<file path="src/rtl/neighbor_table_writer.sv">
// rtl/neighbor_table_writer.sv - inserts or updates one neighbor beacon in the node memory tables
// Searches the neighborID table, then writes the entry; the count word is written last on append.
module neighbor_table_writer #(
  parameter int          MAX_NEIGHBORS = 64,
  parameter logic [15:0] NID_BASE      = 16'h0048,
  parameter logic [15:0] CID_BASE      = 16'h00C8,
  parameter logic [15:0] BATT_BASE     = 16'h0148,
  parameter logic [15:0] QVAL_BASE     = 16'h01C8,
  parameter logic [15:0] NCOUNT_ADDR   = 16'h068A
) (
  input  logic        clock,
  input  logic        reset,
  input  logic        pkt_valid,
  output logic        pkt_ready,
  input  logic [15:0] pkt_nid,
  input  logic [15:0] pkt_cid,
  input  logic [15:0] pkt_batt,
  input  logic [15:0] pkt_qval,
  output logic [15:0] mem_address,
  output logic        mem_wr_en,
  output logic [15:0] mem_data_in,
  input  logic [15:0] mem_data_out,
  output logic        done,
  output logic [1:0]  status
);

  typedef enum logic [3:0] {
    S_IDLE, S_RD_CNT, S_SEARCH, S_WR_NID, S_WR_CID,
    S_WR_BATT, S_WR_QVAL, S_WR_CNT, S_DONE
  } state_t;

  localparam logic [6:0]  MAX_CNT  = 7'(MAX_NEIGHBORS);
  localparam logic [15:0] MAX_WORD = 16'(MAX_NEIGHBORS);

  state_t      state_q, state_d;
  logic [15:0] nid_q, nid_d, cid_q, cid_d, batt_q, batt_d, qval_q, qval_d;
  logic [6:0]  cnt_q, cnt_d, idx_q, idx_d;
  logic        hit_q, hit_d;
  logic [1:0]  status_q, status_d;
  logic [15:0] offset;

  assign offset = {8'd0, idx_q, 1'b0};

  always_ff @(posedge clock) begin
    if (reset) begin
      state_q  <= S_IDLE;
      nid_q    <= '0;
      cid_q    <= '0;
      batt_q   <= '0;
      qval_q   <= '0;
      cnt_q    <= '0;
      idx_q    <= '0;
      hit_q    <= 1'b0;
      status_q <= 2'b00;
    end else begin
      state_q  <= state_d;
      nid_q    <= nid_d;
      cid_q    <= cid_d;
      batt_q   <= batt_d;
      qval_q   <= qval_d;
      cnt_q    <= cnt_d;
      idx_q    <= idx_d;
      hit_q    <= hit_d;
      status_q <= status_d;
    end
  end

  always_comb begin
    state_d     = state_q;
    nid_d       = nid_q;
    cid_d       = cid_q;
    batt_d      = batt_q;
    qval_d      = qval_q;
    cnt_d       = cnt_q;
    idx_d       = idx_q;
    hit_d       = hit_q;
    status_d    = status_q;
    pkt_ready   = 1'b0;
    mem_address = 16'h0000;
    mem_wr_en   = 1'b0;
    mem_data_in = 16'h0000;
    done        = 1'b0;
    status      = 2'b00;
    unique case (state_q)
      S_IDLE: begin
        pkt_ready = 1'b1;
        if (pkt_valid) begin
          nid_d   = pkt_nid;
          cid_d   = pkt_cid;
          batt_d  = pkt_batt;
          qval_d  = pkt_qval;
          state_d = S_RD_CNT;
        end
      end
      S_RD_CNT: begin
        mem_address = NCOUNT_ADDR;
        // Oversized stored counts are clamped so the table reads as full.
        cnt_d   = (mem_data_out > MAX_WORD) ? MAX_CNT : mem_data_out[6:0];
        idx_d   = 7'd0;
        state_d = S_SEARCH;
      end
      S_SEARCH: begin
        if (idx_q == cnt_q) begin
          hit_d = 1'b0;
          if (cnt_q == MAX_CNT) begin
            status_d = 2'b11;
            state_d  = S_DONE;
          end else begin
            state_d = S_WR_NID;
          end
        end else begin
          mem_address = NID_BASE + offset;
          if (mem_data_out == nid_q) begin
            hit_d   = 1'b1;
            state_d = S_WR_CID;
          end else begin
            idx_d = idx_q + 7'd1;
          end
        end
      end
      S_WR_NID: begin
        mem_wr_en   = 1'b1;
        mem_address = NID_BASE + offset;
        mem_data_in = nid_q;
        state_d     = S_WR_CID;
      end
      S_WR_CID: begin
        mem_wr_en   = 1'b1;
        mem_address = CID_BASE + offset;
        mem_data_in = cid_q;
        state_d     = S_WR_BATT;
      end
      S_WR_BATT: begin
        mem_wr_en   = 1'b1;
        mem_address = BATT_BASE + offset;
        mem_data_in = batt_q;
        state_d     = S_WR_QVAL;
      end
      S_WR_QVAL: begin
        mem_wr_en   = 1'b1;
        mem_address = QVAL_BASE + offset;
        mem_data_in = qval_q;
        if (hit_q) begin
          status_d = 2'b01;
          state_d  = S_DONE;
        end else begin
          state_d = S_WR_CNT;
        end
      end
      S_WR_CNT: begin
        mem_wr_en   = 1'b1;
        mem_address = NCOUNT_ADDR;
        mem_data_in = {9'd0, cnt_q} + 16'd1;
        status_d    = 2'b10;
        state_d     = S_DONE;
      end
      S_DONE: begin
        done    = 1'b1;
        status  = status_q;
        state_d = S_IDLE;
      end
      default: state_d = S_IDLE;
    endcase
    // A reset arriving mid-entry must not let the current write land.
    if (reset) begin
      pkt_ready = 1'b0;
      mem_wr_en = 1'b0;
    end
  end

endmodule

</file>
<file path="config.mk">
export PLATFORM = sky130hd
export DESIGN_NAME = neighbor_table_writer
export DESIGN_NICKNAME = d
export VERILOG_FILES = /design/src/rtl/neighbor_table_writer.sv
export SDC_FILE = /design/constraint.sdc
export NUM_CORES = 1
export LEC_CHECK = 0
export ABC_CLOCK_PERIOD_IN_PS = 5550
export BUFFER_PORTS_ARGS = -buffer_cell sky130_fd_sc_hd__buf_2
export CAP_MARGIN = 0
export CORE_ASPECT_RATIO = 0.8
export CORE_UTILIZATION = 45
export DETAILED_ROUTE_END_ITERATION = 10
export GPL_ROUTABILITY_DRIVEN = 0
export GPL_TIMING_DRIVEN = 0
export HOLD_SLACK_MARGIN = 0.06
export MAX_ROUTING_LAYER = met4
export PLACE_DENSITY = 0.69
export SLEW_MARGIN = 25
export SYNTH_ARGS = -nofsm -noshare
export SYNTH_HDL_FRONTEND = slang
export SYNTH_SLANG_ARGS = --single-unit
export TNS_END_PERCENT = 5
</file>
<file path="constraint.sdc">
create_clock -name clock -period 5.55 [get_ports clock]
set_clock_uncertainty 0.2 [all_clocks]
set_input_delay 0.2775 -clock clock [delete_from_list [all_inputs] [get_ports clock]]
set_output_delay 0.2775 -clock clock [all_outputs]
set_load 0.02 [all_outputs]
</file>
* Word-level counts from Yosys, hierarchy flattened *
Index checks and enable logic that the tools add are counted.

word-level totals
  bits in registers = 85
  output and inout port bits = 37
  logic and storage cells = 70

operators by class
  $add $sub $neg = 6
  magnitude comparators = 1
  equality and inequality tests = 18
  muxes and demuxes = 25
  reduce and logical (&&, ||, !) cells = 11

operators with widths
  cell                                                             number
  one-hot mux 16 bit (5 select lines)                              1
  one-hot mux 11 bit (6 select lines)                              1
  one-hot mux 4 bit (8 select lines)                               1
  2-to-1 mux 7 bit                                                 3
  adder 9 x 8 -> 10 bit (first input constant)                     2
  2-to-1 mux 4 bit                                                 5
  equality test 16 bit                                             1
  equality test 4 x 3 -> 1 bit (second input constant)             4
  greater-than comparator 16 x 7 -> 1 bit (second input constant)  1
  one-hot mux 7 bit (2 select lines)                               1
  inequality test 2 bit (second input constant)                    6
  adder 7 x 8 -> 9 bit (first input constant)                      1
  adder 8 x 8 -> 9 bit (first input constant)                      1
  2-to-1 mux 9 bit                                                 1
  adder 7 x 1 -> 8 bit (second input constant)                     1
  equality test 4 x 2 -> 1 bit (second input constant)             2
  2-to-1 mux 2 bit                                                 4
  adder 7 x 1 -> 7 bit (second input constant)                     1
  equality test 7 bit                                              1
  equality test 7 bit (second input constant)                      1
  2-to-1 mux 1 bit                                                 7
  one-hot mux 2 bit (3 select lines)                               1
  AND reduction 2 bit                                              3
  OR reduction 5 bit                                               1
  9 further kinds                                                  10

* Depth between registers and ports, before layout *
Gate-level depths: netlist of the first run.

  depth after elaboration = 4
  depth in mapped cells = 10
  depth with buffers taken out = 8

* Worst setup path after synthesis of the first run *
Ideal clock, no wire load.

  path type = register -> output
  start = reg state_q[2]
  end = out mem_address[7]
  data arrival time = 2.206 ns
  data required time = 5.073 ns
  setup slack = 2.866 ns
  cell stages (with the launch flop) = 10
  path buffers = 1
  cell sequence = dfxtp_1 > nor2b_1 > nand2_1 > nor2_1 > buf_2 > ha_1 > xnor2_1 > a21o_1 > o211ai_1 > o211ai_1

on the way
  word-level cells in the longest chain between the ends = 3
  elaborated cells between the ends (all ways) = 9

ends and longest elaborated chain
  what                                                                          line  source
  from (decl)                                                                   35    state_t state_q, state_d;
  from (signal assigned)                                                        56    state_q <= state_d;
  equality test 4 x 3 -> 1 bit or equality test 4 x 1 -> 1 bit (tied branches)  84    unique case (state_q)
  OR reduction 2 bit (no line)                                                  -
  one-hot mux 11 bit (6 select lines) (*)                                       84
  to (decl)                                                                     19    output logic [15:0] mem_address,

Mark *: on every way between the ends. The rest lies on a longest branch, timed or not.

* Worst setup path in the final report of the first run *
Ends and elaborated chain as after synthesis.

==> summary by stage, run 1 <==
Run status
The flow ran to the end, but the final reports show violations. The final reports fail on DRC.

STA
The pin slew with the least headroom to its limit is slightly below 0.9 ns. In this run the tightest slew margin relative to its limit is ~42%. The final critical path takes up 65.8% of the cycle. The final hold violation count is 0.

The smallest setup slack after layout is 1.90 ns. The total negative slack for setup checks is 0 ns. The number of pins exceeding their max-slew limit in the final report came to 0. The maximum clock frequency is about 270 MHz. The number of setup violations in the final report is 0.

Setup repair after global routing left no endpoint under its margin. Counting I/O delays and the setup requirement, the final critical path takes 3.65 ns.

Final layout
The final cell count without fillers is 898. The total number of nets in the final design is 866. The area growth from synthesis to final layout is 38.5%.

The number of antenna diodes in the final layout is 0. The share of cells above drive strength 1 is a little under a fifth. Cells fill between 60% and 70% of the core in the end.

Worst hold path
The type of the worst min-delay path is input pin to flip-flop. The worst hold path was traced through 3 stages. The worst hold path startpoint is mem_data_out[1]. The path with the worst hold slack has its endpoint at cnt_q[1].

Placed design
After detailed placement, the design holds a cell count of about 820. The worst slack at placement is between 2 and 2.5 ns. The number of input and output port buffers inserted is ~110.

After legalization and detailed placement, the total HPWL measured approximately 11000 um.

Drt
The detailed-route wire length is ~15000 um. Using the TritonRoute via totals, the vias-per-cell ratio works out to between 5 and 6. Dividing the detail-routed wire length by the instance count gives about 17 um. The first TritonRoute pass finished after 9 iterations. The first routing iteration left 476 violations.

After detailed routing, the number of remaining DRC violations is 8. The number of vias after detailed routing is about 5100. The count of antenna-violating nets left after detailed routing is 0.

Floorplan
The placeable core region is approximately 9200 sq um. The die is around 90 um tall. After floorplanning, the core was divided into 31 placement rows. From left edge to right edge, the die measures roughly 110 um.

The top-level port count is between 100 and 150. The overall die area is 10100 sq um. The initial utilization of the core area, before any placement, comes to 47.3%.

Critical path
Measured in cells, the most critical reg-to-reg path has a length of 5. The slowest cell on the critical path is nor2_1. The signal arrival time at the worst endpoint is between 3 and 4 ns. The critical path start-end classification is flip-flop to output pin.

On the critical path the largest part of the delay comes from simple AND/OR/NAND/NOR gates. Data on the critical path is required at its endpoint by just over 5 ns. The worst reg2reg path startpoint is state_q[1]. The reg-to-reg setup timing slack is roughly 3.2 ns. The signal on the critical path passes through nor2b_1 -> nand2_1 -> nor2_1 -> buf_2 -> ha_1 -> xnor2_1 -> a21o_1 -> o211ai_1 -> o211ai_1 -> buf_2.

The number of buffers and inverters on the critical path is 2. The worst setup path is captured at an output pin. The critical path startpoint category is a flip-flop. The worst reg2reg path endpoint is idx_q[4]. Of all nets on the critical path, the largest fanout is 10. The worst stage delay on the critical path is 0.49 ns.

CTS
The post-cts repair resize count is 0. The post-cts hold buffer count is 66. In this run, CTS created clock tree buffers numbering 9.

The clock-pin slew on the worst setup and hold paths is around 0.070 ns. CTS saw 85 sinks. The H-tree was split into 3 levels.

The clock reaches the later pin of the worst-skew pair after approximately 0.34 ns. The clock passes through at most 2 buffers. In this run the clock root is driven by a clkbuf_16. The number of buffers added for setup after CTS is 0. TritonCTS built the clock tree.

Yosys
The largest family of logic cells by synthesized area is simple AND/OR/NAND/NOR gates. The number of enable flip-flop cells after synthesis is 0. Summing the areas of all compound-gate instances in the mapped netlist gives between 10% and 20% of the synthesized area. The most common cell in the synthesized netlist is nand2_1. The share of synthesized area occupied by flip-flops and latches is between 30 and 40%. The top cell type by area accounts for roughly two fifths of the synthesized area. Summing the areas of all fa, ha and maj instances in the mapped netlist gives under 10% of the synthesized area.

The XOR/XNOR share of the synthesized area is 6.62%. The async set or reset register ratio after synthesis is 0%. The commonest cells after synthesis are nand2_1, dfxtp_1, a21oi_1. The predominant post-synthesis flop cell is dfxtp_1. The simple-gate area share of the yosys netlist is around 28%. Dividing the synthesized area by the synthesized cell count gives 7.48 sq um. The synthesized design contains 85 register bits. The number of instances in the synthesized netlist is about 600. The number of distinct library cells after synthesis is a little over 50. The largest area contributor in the netlist is dfxtp_1. The mux cell area share after synthesis is 0.229%. The mapped netlist covers approximately 4400 sq um. By area the synthesized netlist is led by dfxtp_1, nand2_1, a21oi_1. The warning count from the yosys run is 0.

Global route
Global routing finished with a remaining overflow of 0. The number of antenna violations at the first check in global routing is 0. The wire length of the first global-routing pass is approximately 24000 um.

The global routing usage on met1 is 42.9%. The overall routing resource usage is between 30% and 40%. Global routing used between 40% and 50% of the available met2 tracks.

In this run the most used layer during global routing was met2. The met3 demand-to-capacity share in global routing is approximately 5.3%. The via count of the first global-routing pass is roughly 4700.

The maximum number of pins on one net before global-route repair is 16.

Power
After layout, the design draws a total of 1.72 mW. The power density relative to cell area is ~280 nW/um^2. The maximum resistive drop on vdd is between 150 and 200 uV. For this design the static power due to leakage is 2.58 nW.

Run
Max-cap violations in this run came to 0.
-- state kept, by name, summed over array words and instances (netlist names) --
signal    count
batt_q       16
cid_q        16
nid_q        16
qval_q       16
cnt_q         7
idx_q         7
state_q       4
status_q      2
hit_q         1
-- cells in the final DEF (no fill, tap or decap), types with 7 or more instances in the layout --
cell type,n
clkbuf_1,26
a222oi_1,9
dfxtp_1,85
nand2_1,165
nand3_1,21
nor2_1,28
xor2_1,19
a22oi_1,16
nand2b_1,9
inv_1,8
dlygate4sd3_1,66
nor3_1,8
o211ai_1,8
buf_2,120
xnor2_1,14
o21ai_0,7
clkbuf_16,9
a21oi_1,74
-- stage by stage --
step	hold WS, ns	area, sq um
floorplan	0.213	4390
detailed placement	0.247	5090
CTS	0.0611	6050
global route	0.0726	6050
finish	0.0601	6050
global placement	0.243	5090
-- worst max path at each step --
stage / from / endpoint / slack [ns] / depth (start not counted)
floorplan: state_q[2] / mem_address[7] / 2.87 / 9
global placement: state_q[2] / mem_address[7] / 2.37 / 10
detailed placement: state_q[2] / mem_address[7] / 2.32 / 10
CTS: state_q[2] / mem_address[7] / 1.95 / 10
global route: state_q[3] / mem_address[7] / 1.64 / 11
finish: state_q[2] / mem_address[7] / 1.90 / 10
-- routing by layer --
layer | vias to the layer above | routed length [um]
li1 | 2392 | -
met1 | 2326 | 6860
met4 | 0 | 346
met2 | 294 | 6470
met3 | 42 | 1540
met5 | - | 0
-- logic make-up (layout without fill, tap and decap cells) --
family / Yosys count / after routing
mux: 1 / 1
simple gates: 269 / 269
other cells: 1 / 6
fa+ha+maj: 5 / 5
xor+xnor: 33 / 33
flops: 85 / 85
buf+inv: 55 / 249
compound gates: 135 / 135
-- final cells by class --
type / count / area, sq um
Tap cell: 115 / 144
Multi-Input combinational cell: 449 / 2440
Sequential cell: 85 / 1700
Clock inverter: 6 / 71.3
Inverter: 8 / 30.0
Clock buffer: 10 / 229
Timing Repair Buffer: 178 / 1220
Buffer: 47 / 218
Fill cell: 790 / 3180
-- where the power goes --
| part | switching (mW) | total, mW | internal (mW) | leakage, nW |
|---|---|---|---|---|
| clock | 0.262 | 0.616 | 0.354 | 0.145 |
| sequential | 0.0465 | 0.713 | 0.666 | 0.695 |
| combinational | 0.237 | 0.392 | 0.155 | 1.74 |
-- worst register-to-register path, stage by stage, from the launching register on --
cell	delay, ns
dfxtp_1	0.31
buf_2	0.20
nor4b_4	0.56
o21ai_2	0.25
o21ai_0	0.50
o311ai_0	0.18
No activity file was read; power rests on OpenSTA's default activity.
==> run 2: changes to the inputs <==
--- a/config.mk
+++ b/config.mk
@@ -5,7 +5,7 @@
 export SDC_FILE = /design/constraint.sdc
 export NUM_CORES = 1
 export LEC_CHECK = 0
-export ABC_CLOCK_PERIOD_IN_PS = 5550
+export ABC_CLOCK_PERIOD_IN_PS = 3100
 export BUFFER_PORTS_ARGS = -buffer_cell sky130_fd_sc_hd__buf_2
 export CAP_MARGIN = 0
 export CORE_ASPECT_RATIO = 0.8
@@ -15,7 +15,7 @@
 export GPL_TIMING_DRIVEN = 0
 export HOLD_SLACK_MARGIN = 0.06
 export MAX_ROUTING_LAYER = met4
-export PLACE_DENSITY = 0.69
+export PLACE_DENSITY = 0.72
 export SLEW_MARGIN = 25
 export SYNTH_ARGS = -nofsm -noshare
 export SYNTH_HDL_FRONTEND = slang
==> constraint.sdc (replaced) <==
create_clock -name clock -period 3.1 [get_ports clock]
set_clock_uncertainty 0.2 [all_clocks]
set_input_delay 0.155 -clock clock [delete_from_list [all_inputs] [get_ports clock]]
set_output_delay 0.155 -clock clock [all_outputs]
set_load 0.02 [all_outputs]
==> run 2 against run 1 <==
  * Via count grew 2.3%
  * Highest routed layer unchanged
  * Critical path depth is 3 lower
  * Combinational power increased by 81%
  * Non-clock buffer count is 9 higher
  * Sequential cell count unchanged
  * The run still ends with DRC left
  * Sequential power increased by 80%
  * Clock power increased by 79%
==> summary by stage, run 2 (synthesis gave the netlist of run 1 again) <==
Final layout
In the layout the commonest cells are nand2_1, buf_2, dfxtp_1. The commonest non-fill, non-tap cell in the layout is nand2_1. The total inserted antenna cells is 0 (unchanged). The end-of-flow core utilization was 66.9% (+1.4 points). The total number of nets in the final design is 875 (+1.0%). The final design area excluding fillers is 6180 sq um (+2.1%). The area growth from synthesis to layout is 41.4%. The share of cells above drive strength 1 was 20.1% (+0.92 points).

STA
The total negative slack for setup checks was 0 ns (unchanged). The number of setup violations in the final report is 0 (unchanged). The relative slew slack is 61.1% (+19 points).

The final hold violation count is 0 (unchanged). Setup repair after global routing left no endpoint under its margin. Counting I/O delays and the setup requirement, the final critical path takes just under 3 ns. Of the available clock period, the critical path in the final layout requires between 90% and 100%. The smallest setup slack after layout came to 0.116 ns (-1.78 ns). The number of pins exceeding their max-slew limit in the final report was 0 (unchanged).

The pin slew with the least headroom to its limit was 0.577 ns (-0.288 ns). The maximum clock frequency is around 340 MHz.

CTS
The clock insertion delay at the later pin of the skew report was 0.34 ns (about the same). TritonCTS built the clock tree. The tree is rooted in a clkbuf_16. The buffer depth of the longest clock path is 2 (unchanged). The clock-pin slew on the worst setup and hold paths is 0.06 ns (about the same).

The number of H-tree levels is 3 (unchanged). The count of clock tree sinks came to 85 (unchanged). The total clock buffers created by CTS came to 9 (unchanged).

Global route
The wire length of the first global-routing pass is 24100 um (+2.1%). The number of antenna violations at the first check in global routing is 0 (unchanged). The final global-route overflow total is 0 (unchanged).

The overall routing resource usage came to 31.5% (+0.68 points). The maximum number of pins on one net before global-route repair is 15 (-1). The via count of the first global-routing pass is 4868 (+3.9%).

Power
The cell leakage power is 2.62 nW (+1.5%). The part of the total power dissipated in sequential elements is 41.4% (about the same). The maximum resistive drop on vdd was 304 uV (+90%). The share of total power consumed by net switching came to 31.3% (-0.41 points). The switching power summed over all nets came to 968 uW (+77%). The power density relative to cell area is 501 nW/um^2 (+76%). The portion of total power attributed to combinational logic is 22.9% (about the same). The relative contribution of the clock network to total power was 35.6% (-0.2 points).

The cell-internal power is 2.13 mW (+81%). The power after layout was 3.09 mW (+80%).

Drt
The first-pass iteration count of the detailed router was 9 (unchanged). The via count normalized by instance count is 5.70 (+1.3%). The count of antenna-violating nets left after detailed routing is 0 (unchanged). The number of vias after detailed routing is 5172 (+2.3%). The DRC violations left is 5 (-3). The detailed-route wire length is 15300 um (+0.50%). The iteration-0 DRC count of the detailed router came to 595 (+25%). The post-detailed-route wirelength per cell is 16.9 um (-0.50%).

Worst hold path
The path with the worst hold slack has its endpoint at state_q[2]. The startpoint identified for the worst hold timing path is pkt_valid. The type of the worst min-delay path is input pin to flip-flop. The number of cells traversed by the worst hold path is 4 (+1).

Critical path
The critical path startpoint category is a flip-flop. The number of cells on the worst reg-to-reg path is 6 (+1). The worst reg2reg path endpoint is status_q[1]. The worst setup path is captured at an output pin.

The maximum fanout along the worst path is 10 (unchanged). The worst reg2reg path startpoint is cnt_q[0]. The critical path start-end classification is flip-flop to output pin. The required time of the worst setup path came to 2.74 ns (-2.33 ns). The signal arrival time at the worst endpoint is 2.63 ns (-0.54 ns). The reg-to-reg setup timing slack was 0.75 ns (-2.46 ns).

Floorplan
The starting density of the core is 47.3% (unchanged). The die outline width came to 112 um (unchanged). The row count was 31 (unchanged). The overall die area is 10100 sq um (unchanged).

The top-level port count is 120 (unchanged). The placeable core region came to 9230 sq um (unchanged). The die span in y is 90.1 um (unchanged).

Run
The number of max-cap violations is 0 (unchanged).

Placed design
The worst slack at placement is -0.00436 ns (-2.32 ns). The number of input and output port buffers inserted is 112 (unchanged). The total placed instance area is 5090 sq um (unchanged). The placed wire-length estimate after detailed placement is 10800 um (+1.0%).

Run status
The flow ran to the end, but the final reports show violations. The final reports fail on DRC.
run 2: cell types whose count changed in the layout (fill, tap and decap cells not counted), sizes merged:
cell,previous run,this run
dlygate4sd3,66,72
clkinv,2,1
clkinvlp,1,2
clkbuf,36,37
inv,10,9
buf,133,136
run 2: worst max path at each step:
stage          depth (start not counted)             end  slack (ns)  startpoint
2_1_floorplan                          9  mem_address[7]        0.54  state_q[2]
3_3_place_gp                          10  mem_address[7]        0.03  state_q[2]
3_5_place_dp                          10  mem_address[7]      -0.004  state_q[2]
4_1_cts                                7  mem_data_in[4]        0.01  state_q[3]
5_1_grt                               11  mem_address[7]        0.03  state_q[3]
6_report                               7  mem_data_in[4]        0.12  state_q[3]
run 2: final cells by class:
cell class / count / area (sq um)
clock buffers: 11 / 243
flip-flops and latches: 85 / 1700
repair buffers: 187 / 1300
multi-input cells: 449 / 2470
well taps: 115 / 144
inverters: 8 / 30.0
plain buffers: 47 / 225
fillers: 791 / 3050
clock inverters: 5 / 58.8
run 2: repair_timing:
action / 4_1_cts / 5_1_grt
pin swaps: 0 / 1
endpoints found under the setup margin: 3 / 16
hold buffers: 72 / 0
gates resized for setup: 4 / 8
hold endpoints to repair: 71 / 0
setup buffers: 0 / 3
run 2: power groups by stage:
stage	combinational (mW)	clock, mW	sequential (mW)
floorplan	0.427	0	1.26
global placement	0.602	0	1.29
detailed placement	0.616	0	1.30
CTS	0.688	1.10	1.27
global route	0.778	1.15	1.29
finish	0.710	1.10	1.28
run 2: routing by layer:
metal  track usage (%)  routed length (um)
met3              5.33                1690
met4              12.0                 492
met5                 -                   0
met2              46.8                6470
met1              42.6                6640
run 2: per-stage QoR:
stage | hold WS [ns] | instances
after detailed placement | 0.202 | 816
after global placement | 0.199 | 816
after floorplan | 0.0910 | 589
after CTS | 0.148 | 904
after global routing | 0.212 | 907
final | 0.152 | 907
run 2: critical path, cell delays in order (launching register included):
cell and delay, ns:
dfxtp_1 0.30, clkbuf_1 0.20, nand2b_1 0.30, nor2_2 0.44, clkbuf_1 0.50, a22oi_1 0.20, nand3_1 0.16, buf_2 0.18
